### src/rtl/eater_cpu.sv
// -----------------------------------------------------------------------------
// eater_cpu -- 8-bit SAP-1-class CPU with a 16x8 RAM, 4-bit PC/MAR, A/B
// registers, add/sub ALU, instruction and output registers, carry/zero flags
// and a five-step microcoded control unit. Every internal register and the
// shared bus are exposed as observation outputs.
//
// Ports
//   clk               in   1   clock, all state updates on the rising edge
//   clr               in   1   synchronous active-high reset
//   bus               out  8   shared-bus value
//   mem_address_data  out  4   MAR contents
//   mem_data          out  8   RAM[MAR], combinational read
//   a_data            out  8   A register
//   b_data            out  8   B register
//   alu_data          out  8   ALU result (A+B, or A-B while SU is active)
//   instruction_data  out  8   instruction register {opcode, operand}
//   display_data      out  8   output (display) register
//   ctrl_state        out 16   current control word
//   ovf               out  1   latched carry flag
//   zf                out  1   latched zero flag
//
// Configuration macro
//   EARLY_STEP_RESET_EN  when defined, a step >= 2 whose control word is empty
//                        returns the step counter to 0 instead of advancing.
// -----------------------------------------------------------------------------
module eater_cpu (
    input  logic        clk,
    input  logic        clr,
    output logic [7:0]  bus,
    output logic [3:0]  mem_address_data,
    output logic [7:0]  mem_data,
    output logic [7:0]  a_data,
    output logic [7:0]  b_data,
    output logic [7:0]  alu_data,
    output logic [7:0]  instruction_data,
    output logic [7:0]  display_data,
    output logic [15:0] ctrl_state,
    output logic        ovf,
    output logic        zf
);

    typedef enum logic [2:0] {T0, T1, T2, T3, T4} step_e;

    typedef enum logic [3:0] {
        OP_NOP = 4'h0, OP_LDA = 4'h1, OP_ADD = 4'h2, OP_SUB = 4'h3,
        OP_STA = 4'h4, OP_LDI = 4'h5, OP_JMP = 4'h6, OP_JC  = 4'h7,
        OP_JZ  = 4'h8, OP_OUT = 4'hE, OP_HLT = 4'hF
    } opcode_e;

    // Control-word bit positions.
    localparam int C_HLT = 15, C_MI = 14, C_RI = 13, C_RO = 12;
    localparam int C_IO  = 11, C_II = 10, C_AI = 9,  C_AO = 8;
    localparam int C_EO  = 7,  C_SU = 6,  C_BI = 5,  C_OI = 4;
    localparam int C_CE  = 3,  C_CO = 2,  C_J  = 1,  C_FI = 0;

    localparam logic [7:0] DEFAULT_PROG [16] = '{
        8'h1E, 8'h2F, 8'hE0, 8'hF0, 8'h00, 8'h00, 8'h00, 8'h00,
        8'h00, 8'h00, 8'h00, 8'h00, 8'h00, 8'h00, 8'h1C, 8'h0E
    };

    // Declaration initialisers give power-up values equal to reset values.
    logic [7:0] ram_q [16] = DEFAULT_PROG;
    logic [3:0] pc_q   = '0;
    logic [3:0] mar_q  = '0;
    logic [7:0] a_q    = '0;
    logic [7:0] b_q    = '0;
    logic [7:0] ir_q   = '0;
    logic [7:0] out_q  = '0;
    logic       ovf_q  = 1'b0;
    logic       zf_q   = 1'b0;
    logic       halt_q = 1'b0;
    step_e      step_q = T0;
    step_e      step_d;

    logic [15:0] ctrl;
    logic [7:0]  bus_w;
    logic [8:0]  alu_sum;

    // ALU: subtraction is A + ~B + 1, so carry-out = 1 means "no borrow".
    assign alu_sum = {1'b0, a_q} + {1'b0, (ctrl[C_SU] ? ~b_q : b_q)} + {8'h00, ctrl[C_SU]};

    // Microcode decoder.
    // NOTE: every output of an always_comb gets a default first so no path leaves it unassigned (no latch).
    always_comb begin
        ctrl = '0;
        if (halt_q) begin
            ctrl[C_HLT] = 1'b1;
        end else begin
            case (step_q)
                T0: begin
                    ctrl[C_CO] = 1'b1;
                    ctrl[C_MI] = 1'b1;
                end
                T1: begin
                    ctrl[C_RO] = 1'b1;
                    ctrl[C_II] = 1'b1;
                    ctrl[C_CE] = 1'b1;
                end
                default: begin
                    case (ir_q[7:4])
                        OP_LDA: begin
                            if (step_q == T2) begin ctrl[C_IO] = 1'b1; ctrl[C_MI] = 1'b1; end
                            if (step_q == T3) begin ctrl[C_RO] = 1'b1; ctrl[C_AI] = 1'b1; end
                        end
                        OP_ADD, OP_SUB: begin
                            if (step_q == T2) begin ctrl[C_IO] = 1'b1; ctrl[C_MI] = 1'b1; end
                            if (step_q == T3) begin ctrl[C_RO] = 1'b1; ctrl[C_BI] = 1'b1; end
                            if (step_q == T4) begin
                                ctrl[C_EO] = 1'b1;
                                ctrl[C_AI] = 1'b1;
                                ctrl[C_FI] = 1'b1;
                                ctrl[C_SU] = (ir_q[7:4] == OP_SUB);
                            end
                        end
                        OP_STA: begin
                            if (step_q == T2) begin ctrl[C_IO] = 1'b1; ctrl[C_MI] = 1'b1; end
                            if (step_q == T3) begin ctrl[C_AO] = 1'b1; ctrl[C_RI] = 1'b1; end
                        end
                        OP_LDI: if (step_q == T2) begin ctrl[C_IO] = 1'b1; ctrl[C_AI] = 1'b1; end
                        OP_JMP: if (step_q == T2) begin ctrl[C_IO] = 1'b1; ctrl[C_J] = 1'b1; end
                        OP_JC:  if (step_q == T2 && ovf_q) begin ctrl[C_IO] = 1'b1; ctrl[C_J] = 1'b1; end
                        OP_JZ:  if (step_q == T2 && zf_q) begin ctrl[C_IO] = 1'b1; ctrl[C_J] = 1'b1; end
                        OP_OUT: if (step_q == T2) begin ctrl[C_AO] = 1'b1; ctrl[C_OI] = 1'b1; end
                        OP_HLT: if (step_q == T2) ctrl[C_HLT] = 1'b1;
                        default: ;
                    endcase
                end
            endcase
        end
    end

    // Shared bus; the microcode never enables two drivers in one step.
    always_comb begin
        bus_w = 8'h00;
        if (ctrl[C_CO])      bus_w = {4'h0, pc_q};
        else if (ctrl[C_RO]) bus_w = ram_q[mar_q];
        else if (ctrl[C_IO]) bus_w = {4'h0, ir_q[3:0]};
        else if (ctrl[C_AO]) bus_w = a_q;
        else if (ctrl[C_EO]) bus_w = alu_sum[7:0];
    end

    always_comb begin
        step_d = (step_q == T4) ? T0 : step_e'(step_q + 3'd1);
`ifdef EARLY_STEP_RESET_EN
        if (step_q >= T2 && ctrl == '0) step_d = T0;
`else
`endif
    end

    // Step counter and halt latch.
    // NOTE: sequential state uses non-blocking assignments so every register samples pre-edge values.
    always_ff @(posedge clk) begin
        if (clr) begin
            step_q <= T0;
            halt_q <= 1'b0;
        end else if (!halt_q) begin
            step_q <= step_d;
            if (ctrl[C_HLT]) halt_q <= 1'b1;
        end
    end

    // Datapath registers; a halted machine only ever presents HLT, so nothing loads.
    always_ff @(posedge clk) begin
        if (clr) begin
            pc_q  <= '0;
            mar_q <= '0;
            a_q   <= '0;
            b_q   <= '0;
            ir_q  <= '0;
            out_q <= '0;
            ovf_q <= 1'b0;
            zf_q  <= 1'b0;
        end else begin
            if (ctrl[C_MI]) mar_q <= bus_w[3:0];
            if (ctrl[C_II]) ir_q  <= bus_w;
            if (ctrl[C_AI]) a_q   <= bus_w;
            if (ctrl[C_BI]) b_q   <= bus_w;
            if (ctrl[C_OI]) out_q <= bus_w;
            if (ctrl[C_J])       pc_q <= bus_w[3:0];
            else if (ctrl[C_CE]) pc_q <= pc_q + 4'd1;
            if (ctrl[C_FI]) begin
                ovf_q <= alu_sum[8];
                zf_q  <= (alu_sum[7:0] == 8'h00);
            end
        end
    end

    // NOTE: the RAM is deliberately reset -- clr reloads the boot program into every word.
    always_ff @(posedge clk) begin
        if (clr)             ram_q <= DEFAULT_PROG;
        else if (ctrl[C_RI]) ram_q[mar_q] <= bus_w;
    end

    assign bus              = bus_w;
    assign mem_address_data = mar_q;
    assign mem_data         = ram_q[mar_q];
    assign a_data           = a_q;
    assign b_data           = b_q;
    assign alu_data         = alu_sum[7:0];
    assign instruction_data = ir_q;
    assign display_data     = out_q;
    assign ctrl_state       = ctrl;
    assign ovf              = ovf_q;
    assign zf               = zf_q;

endmodule

### config.mk
export PLATFORM = sky130hd
export DESIGN_NAME = eater_cpu
export DESIGN_NICKNAME = d
export VERILOG_FILES = /design/src/rtl/eater_cpu.sv
export SDC_FILE = /design/constraint.sdc
export NUM_CORES = 1
export LEC_CHECK = 0
export CELL_PAD_IN_SITES_DETAIL_PLACEMENT = 0
export CELL_PAD_IN_SITES_GLOBAL_PLACEMENT = 1
export CORE_UTILIZATION = 35
export DETAILED_ROUTE_END_ITERATION = 8
export PLACE_DENSITY_LB_ADDON = 0.1
export RECOVER_POWER = 25
export SKIP_LAST_GASP = 1
export SLEW_MARGIN = 20
export SYNTH_ARGS = -nofsm -noshare
export SYNTH_HDL_FRONTEND = slang
export SYNTH_SLANG_ARGS = --single-unit
### constraint.sdc
create_clock -name clk -period 5.4 [get_ports clk]
set_clock_uncertainty 0.15 [all_clocks]
set_input_delay 0.54 -clock clk [delete_from_list [all_inputs] [get_ports clk]]
set_output_delay 0.54 -clock clk [all_outputs]
set_load 0.05 [all_outputs]
==> impl_results.md, run 1 <==
* Status: complete, but fails checks
* Failing checks: capacitance limit, slew limit
* Fin crit period at 5.07 ns
* Dpl cells at 1236
* WS Path Type: reg -> out
* Vias in the first global route at 6957
* Synthesized area per cell at 9.38 sq um
* TritonCTS Buffers at 17
* Top Ports at 80
* Diodes inserted at 0
* Worst path slowest cell: clkdlybuf4s50_1
* Clock network fraction of design power at 40.1%
* Layout cells sized above 1 at 14.0%
* Synth top area cells: dfxtp_1 (41%), mux4_2 (8.8%), a211oi_1 (8.0%), nor2_1 (6.4%), nand2_1 (2.7%)
* Final Hold Fails at 0
* Die W at 158 microns
* CTS max path bufs at 2
* Net Sw Frac at 31.8%
* Core area at 23600 sq um
* Drc violations at 0
* Routed vias at 7132
* Worst-path clk slew at 0.07 ns
* Post-DP HPWL at 20300 microns
* Crit. path cell count at 12
* Routed Antenna Nets at 0
* Finished Core Util at 42.7%
* Clock Tree Root: clkbuf_16
* Reg2reg setup slack at 1.00 ns
* CP Capture Point: alu_data[6]
* Cell Area, Synth at 8480 sq um
* Starting density of the core at 35.9%
* Total iterations of the first detailed-routing run at 4
* Num Clock Sinks at 174
* CTS Hold Buffers Added at 0
* Final RePlAce weighted congestion at 0.857
* Final setup TNS at 0 ns
* Max Fclk at 0.197 GHz
* P_int at 2.20 mW
* Cells along the critical path: inv_1, ha_1, and3b_1, nand3_2, inv_4, nand2_2, xnor2_1, fa_1, a21o_1, a221oi_2, xnor2_1, clkdlybuf4s50_1
* PwrDens at 320 nW/um^2
* Largest net degree at the start of global routing at 59
* RSZ-0062 raised after global routing: no
* Commonest non-fill, non-tap cell in the layout: dfxtp_1
* Max stage delay on crit path at 0.88 ns
* Via/cell ratio at 5.60
* Combinational share of power at 18.1%
* WP buf/inv at 3
* CP arrival at 4.38 ns
* # port buffers at 79
* Grt total ovfl at 0
* Top cell by count, worst path: xnor2_1
* FF-to-FF path depth at 15
* Syn_nets at 921
* Worst hold stages at 2
* Max_cap viols at 1
* Area growth from synthesis to layout at 18.8%
* Fin. max-slew vios at 24
* Flops & latches, synth at 174
* WL final at 28500 microns
* Number of flops mapped to enable cells by yosys at 0
* Slew margin rel. at -6.77%
* Die area at 24900 sq um
* Net switching power at 1.03 mW
* CP startpoint kind: flop
* Peak supply drop at 0.181 mV
* Worst skew pair latency at 0.43 ns
* Die Height at 158 microns
* Synth cell types at 77
* Worst-Margin Slew at 1.60 ns
* Initial DRC count at 341
* CP Capture Type: output pin
* Final std cells w/o fill at 1274
* Pleak at 3.62 nW
* Routed length per instance at 22.4 microns
* Worst min path class: reg -> reg
* Total GRT Usage at 23.9%
* Top-area cell type share of the netlist area at 41.1%
* R2r startpoint: step_q[0]
* Period utilization at 93.8%
* Final setup fails at 0
* Post-layout nets at 959
* CP required at 4.71 ns
* Seq pwr share at 41.8%
* Sequential area share after synthesis at 41.1%
* Ys Warns at 0
* Post-synth top area cell: dfxtp_1
* First-pass GRT wire length at 43500 microns
* Most frequent cells in the layout: dfxtp_1 (174), nor2_1 (141), a211oi_1 (90)
* Synth async-reset ratio at 0%
* TritonCTS clock tree: yes
* Worst R2R End: ram_q[62]
* Synthesized instance count at 904
* CP Max Fanout at 10
* Initial antenna violation count at 0
* Htree depth at 4
* Dominant synthesized flop cell: dfxtp_1
* Row Count at 56
* Crit path max-delay family: buffers and inverters
* CP startpoint: step_q[0]
[worst min path at each step]
stage                     startpoint   endpoint  slack, ns
final                       ram_q[5]   ram_q[5]       0.31
after global routing        ram_q[5]   ram_q[5]       0.33
after CTS                   ram_q[5]   ram_q[5]       0.31
after detailed placement    ram_q[5]   ram_q[5]       0.30
after global placement     ram_q[13]  ram_q[13]       0.29
after floorplan            ram_q[13]  ram_q[13]       0.28
[area by class of cell]
class,count,area [sq um]
clock buffers,19,443
clock inverters,13,166
fillers,2320,13500
inverters,14,55.1
multi-input cells,629,4520
flip-flops and latches,174,3480
well taps,319,399
repair buffers,106,1000
[routing by layer]
metal / track usage [%] / up-vias / share of wire (%)
li1: - / 3387 / -
met1: 31.9 / 3502 / 45
met2: 40.0 / 203 / 47
met3: 3.48 / 40 / 4.8
met4: 6.98 / 0 / 2.4
met5: 0 / - / 0
[worst min-delay path: cells and delay by family (launching register included)]
family / cells / cell delay (ns)
DFF: 1 / 0.31
and+or+nand+nor: 1 / 0.05
AOI/OAI and AO/OA: 1 / 0.05
[logic make-up after synthesis]
family,count (synthesis),share of synthesized area [%]
flops,174,41.1
xor+xnor,15,1.55
compound gates,258,22.5
simple gates,292,15.9
buf+inv,101,5.96
fa+ha+maj,15,2.30
mux,49,10.7
[synthesized netlist by cell type, drive strengths merged (12+ instances only)]
cell type,n
a211oi,98
a22oi,16
nor2,147
nor3,13
inv,13
xnor2,12
nor2b,12
nand2,62
clkbuf,36
mux4,33
mux2i,15
o21ai,30
dfxtp,174
ha,14
buf,51
o211ai,12
a21oi,42
[through the flow]
step                total power, mW  instance area, sq um  hold WS, ns  setup slack, ns
global route                   3.36                 10100        0.335           0.0227
CTS                            3.26                 10000        0.310            0.107
floorplan                      1.76                  8480        0.283            0.624
global placement               1.96                  9390        0.294            0.541
detailed placement             1.96                  9400        0.299            0.410
finish                         3.22                 10100        0.308            0.335
[flip-flops by register name, summed over array words and instances, names as in the netlist]
| register | flops |
|---|---|
| display_data | 8 |
| ram_q | 128 |
| step_q | 3 |
| ovf | 1 |
| pc_q | 4 |
| b_data | 8 |
| halt_q | 1 |
| instruction_data | 8 |
| zf | 1 |
| mem_address_data | 4 |
| a_data | 8 |
[repair_timing]
item | CTS | global route
setup buffers | 0 | 6
resized for setup | 2 | 7
endpoints found under the setup margin | 5 | 6
endpoints found under the hold margin | 0 | 0
[power by group through the flow]
stage / Sequential, mW / Combinational (mW) / Clock [mW]
after CTS: 1.35 / 0.583 / 1.32
after floorplan: 1.37 / 0.388 / 0
after detailed placement: 1.38 / 0.582 / 0
after global routing: 1.35 / 0.618 / 1.38
after global placement: 1.38 / 0.579 / 0
final: 1.35 / 0.584 / 1.29
Power figures use the tool's default switching activity.
==> run 2: changes to the inputs <==
--- a/config.mk
+++ b/config.mk
@@ -7,6 +7,7 @@
 export LEC_CHECK = 0
 export CELL_PAD_IN_SITES_DETAIL_PLACEMENT = 0
 export CELL_PAD_IN_SITES_GLOBAL_PLACEMENT = 1
+export CORE_ASPECT_RATIO = 0.9
 export CORE_UTILIZATION = 35
 export DETAILED_ROUTE_END_ITERATION = 8
 export PLACE_DENSITY_LB_ADDON = 0.1
==> run 2 against run 1 <==
Effect of this change:
- the run ends with DRC, capacitance limit, slew limit left
- cell area fell by 0.34%
- total power rose by 4.1%
- critical path depth rose by 3
- sequential share of layout area rose by 0.13 points
- die area barely moved
- non-clock buffer count fell by 7
- final cell count fell by 2.0%
- worst setup slack got worse by 0.10 ns
- global-route usage fell by 1.5 points
- register-to-register slack got worse by 0.20 ns
- core utilization barely moved
- wire length fell by 4.6%
- critical path type unchanged
==> impl_results.md, run 2 (synthesis results as in run 1) <==
* Pleak at 3.61 nW (was 3.62 nW)
* CP startpoint kind: flop (unchanged)
* Row Count at 53 (was 56)
* Failing checks: DRC, capacitance limit, slew limit (was capacitance limit, slew limit)
* WP buf/inv at 4 (was 3)
* CP Capture Type: output pin (unchanged)
* CTS max path bufs at 2 (unchanged)
* Core area at 23500 sq um (was 23600 sq um)
* Num Clock Sinks at 174 (unchanged)
* CP Max Fanout at 10 (unchanged)
* Fin. max-slew vios at 108 (was 24)
* First-pass GRT wire length at 41700 microns (was 43500 microns)
* TritonCTS Buffers at 17 (unchanged)
* Final std cells w/o fill at 1249 (was 1274)
* Layout cells sized above 1 at 13.3% (was 14.0%)
* Routed vias at 7148 (was 7132)
* CTS Hold Buffers Added at 0 (unchanged)
* CP arrival at 4.48 ns (was 4.38 ns)
* Worst skew pair latency at 0.43 ns (about the same)
* Initial antenna violation count at 0 (unchanged)
* Period utilization at 95.7% (was 93.8%)
* Final setup fails at 0 (unchanged)
* Max reg flops at 128 (unchanged)
* Slew margin rel. at -155% (was -6.77%)
* Final Hold Fails at 0 (unchanged)
* Worst-path clk slew at 0.07 ns (about the same)
* Top Ports at 80 (unchanged)
* # port buffers at 79 (unchanged)
* CP required at 4.71 ns (about the same)
* Max Fclk at 0.194 GHz (was 0.197 GHz)
* Area after DPL at 9360 sq um (was 9400 sq um)
* Worst min path class: reg -> reg (unchanged)
* Diodes inserted at 0 (unchanged)
* Final RePlAce weighted congestion at 0.828 (was 0.857)
* Initial DRC count at 568 (was 341)
* Die area at 24900 sq um (about the same)
* Top cell by count, worst path: inv_1 (was xnor2_1)
* Vias in the first global route at 6835 (was 6957)
* Total GRT Usage at 22.4% (was 23.9%)
* Clock Tree Root: clkbuf_16 (unchanged)
* Status: complete, but fails checks (unchanged)
* WL final at 27200 microns (was 28500 microns)
* Worst path slowest cell: a2111o_1 (was clkdlybuf4s50_1)
* WS Path Type: reg -> out (unchanged)
* Largest register by flop count: ram_q (unchanged)
* Largest net degree at the start of global routing at 84 (was 59)
* Routed Antenna Nets at 0 (unchanged)
* Post-DP HPWL at 19100 microns (was 20300 microns)
* Grt total ovfl at 0 (unchanged)
* Die Height at 150 microns (was 158 microns)
* Post-layout nets at 952 (was 959)
* Most frequent cells in the layout: dfxtp_1 (173), nor2_1 (141), a211oi_1 (90) (was dfxtp_1 (174), nor2_1 (141), a211oi_1 (90))
* Final setup TNS at 0 ns (unchanged)
* TritonCTS clock tree: yes (unchanged)
* Starting density of the core at 36.0% (was 35.9%)
* Dpl cells at 1217 (was 1236)
* Htree depth at 4 (unchanged)
* Drc violations at 2 (was 0)
* Tot Pwr at 3.36 mW (was 3.22 mW)
* Total iterations of the first detailed-routing run at 7 (was 4)
* Cells along the critical path: inv_1, ha_2, and3b_1, nand3_2, inv_4, nand2_2, xnor2_1, fa_1, a21o_1, a22o_1, or3_1, a2111o_1, a21boi_4, inv_1, buf_12 (was inv_1, ha_1, and3b_1, nand3_2, inv_4, nand2_2, xnor2_1, fa_1, a21o_1, a221oi_2, xnor2_1, clkdlybuf4s50_1)
* Die W at 166 microns (was 158 microns)
* Area growth from synthesis to layout at 18.4% (was 18.8%)
* Routed length per instance at 21.8 microns (was 22.4 microns)
* Max stage delay on crit path at 0.49 ns (was 0.88 ns)
* Crit path max-delay family: compound AO/OA/AOI/OAI gates (was buffers and inverters)
* Peak supply drop at 0.194 mV (was 0.181 mV)
* Worst-Margin Slew at 3.83 ns (was 1.60 ns)
* Commonest non-fill, non-tap cell in the layout: dfxtp_1 (unchanged)
* Design area at 10000 sq um (was 10100 sq um)
* Fin crit period at 5.17 ns (was 5.07 ns)
* Via/cell ratio at 5.72 (was 5.60)
* Max_cap viols at 2 (was 1)
* RSZ-0062 raised after global routing: no (unchanged)
* PwrDens at 334 nW/um^2 (was 320 nW/um^2)
-- run 2: metal layers --
| metal | up-vias | global-route usage (%) | part of all wire, % |
|---|---|---|---|
| li1 | 3373 | - | - |
| met2 | 194 | 35.7 | 46 |
| met4 | 0 | 7.10 | 1.8 |
| met3 | 35 | 3.78 | 4.7 |
| met5 | - | 0 | 0 |
| met1 | 3546 | 30.9 | 47 |
-- run 2: report_power, final --
part | internal [mW] | total, mW | switching [mW]
combinational | 0.179 | 0.574 | 0.395
clock | 0.877 | 1.43 | 0.551
sequential | 1.30 | 1.35 | 0.0566
-- run 2: what timing repair did --
item	4_1_cts	5_1_grt
resized for setup	2	5
setup endpoints to repair	6	7
pin swaps	0	0
setup buffers	1	0
-- run 2: final timing paths --
path	slack (ns)	endpoint	cells past startpoint	startpoint
worst min-delay path	0.31	ram_q[5]	2	ram_q[5]
worst min register to register	0.31	ram_q[5]	2	ram_q[5]
worst max register to register	0.80	ram_q[70]	15	step_q[0]
worst max-delay path	0.23	bus[4]	15	step_q[0]
-- run 2: area by class of cell --
cell class / count / area [sq um]
Inverter: 14 / 55.1
Multi-Input combinational cell: 629 / 4510
Fill cell: 2296 / 13500
Clock inverter: 14 / 250
Timing Repair Buffer: 99 / 936
Tap cell: 302 / 378
Clock buffer: 17 / 425
Sequential cell: 174 / 3480
-- run 2: worst register-to-register path: stages (launching register included) --
cell and delay [ns]:
dfxtp_1 0.35, inv_1 0.10, ha_2 0.26, and3b_1 0.25
nand3_2 0.26, inv_4 0.23, nand2_2 0.20, xnor2_1 0.25
fa_1 0.45, a21o_1 0.22, a221oi_2 0.32, xnor2_1 0.17
a22o_1 0.28, a32oi_2 0.33, buf_4 0.34, a211oi_1 0.13
-- run 2: stage by stage --
step | setup WS (ns) | hold slack [ns] | util [%]
after floorplan | 0.624 | 0.283 | -
after global placement | 0.457 | 0.294 | 39.7
after detailed placement | 0.205 | 0.302 | 39.8
after CTS | 0.0238 | 0.312 | 42.7
after global routing | 0.0303 | 0.349 | 42.6
final | 0.234 | 0.310 | 42.6
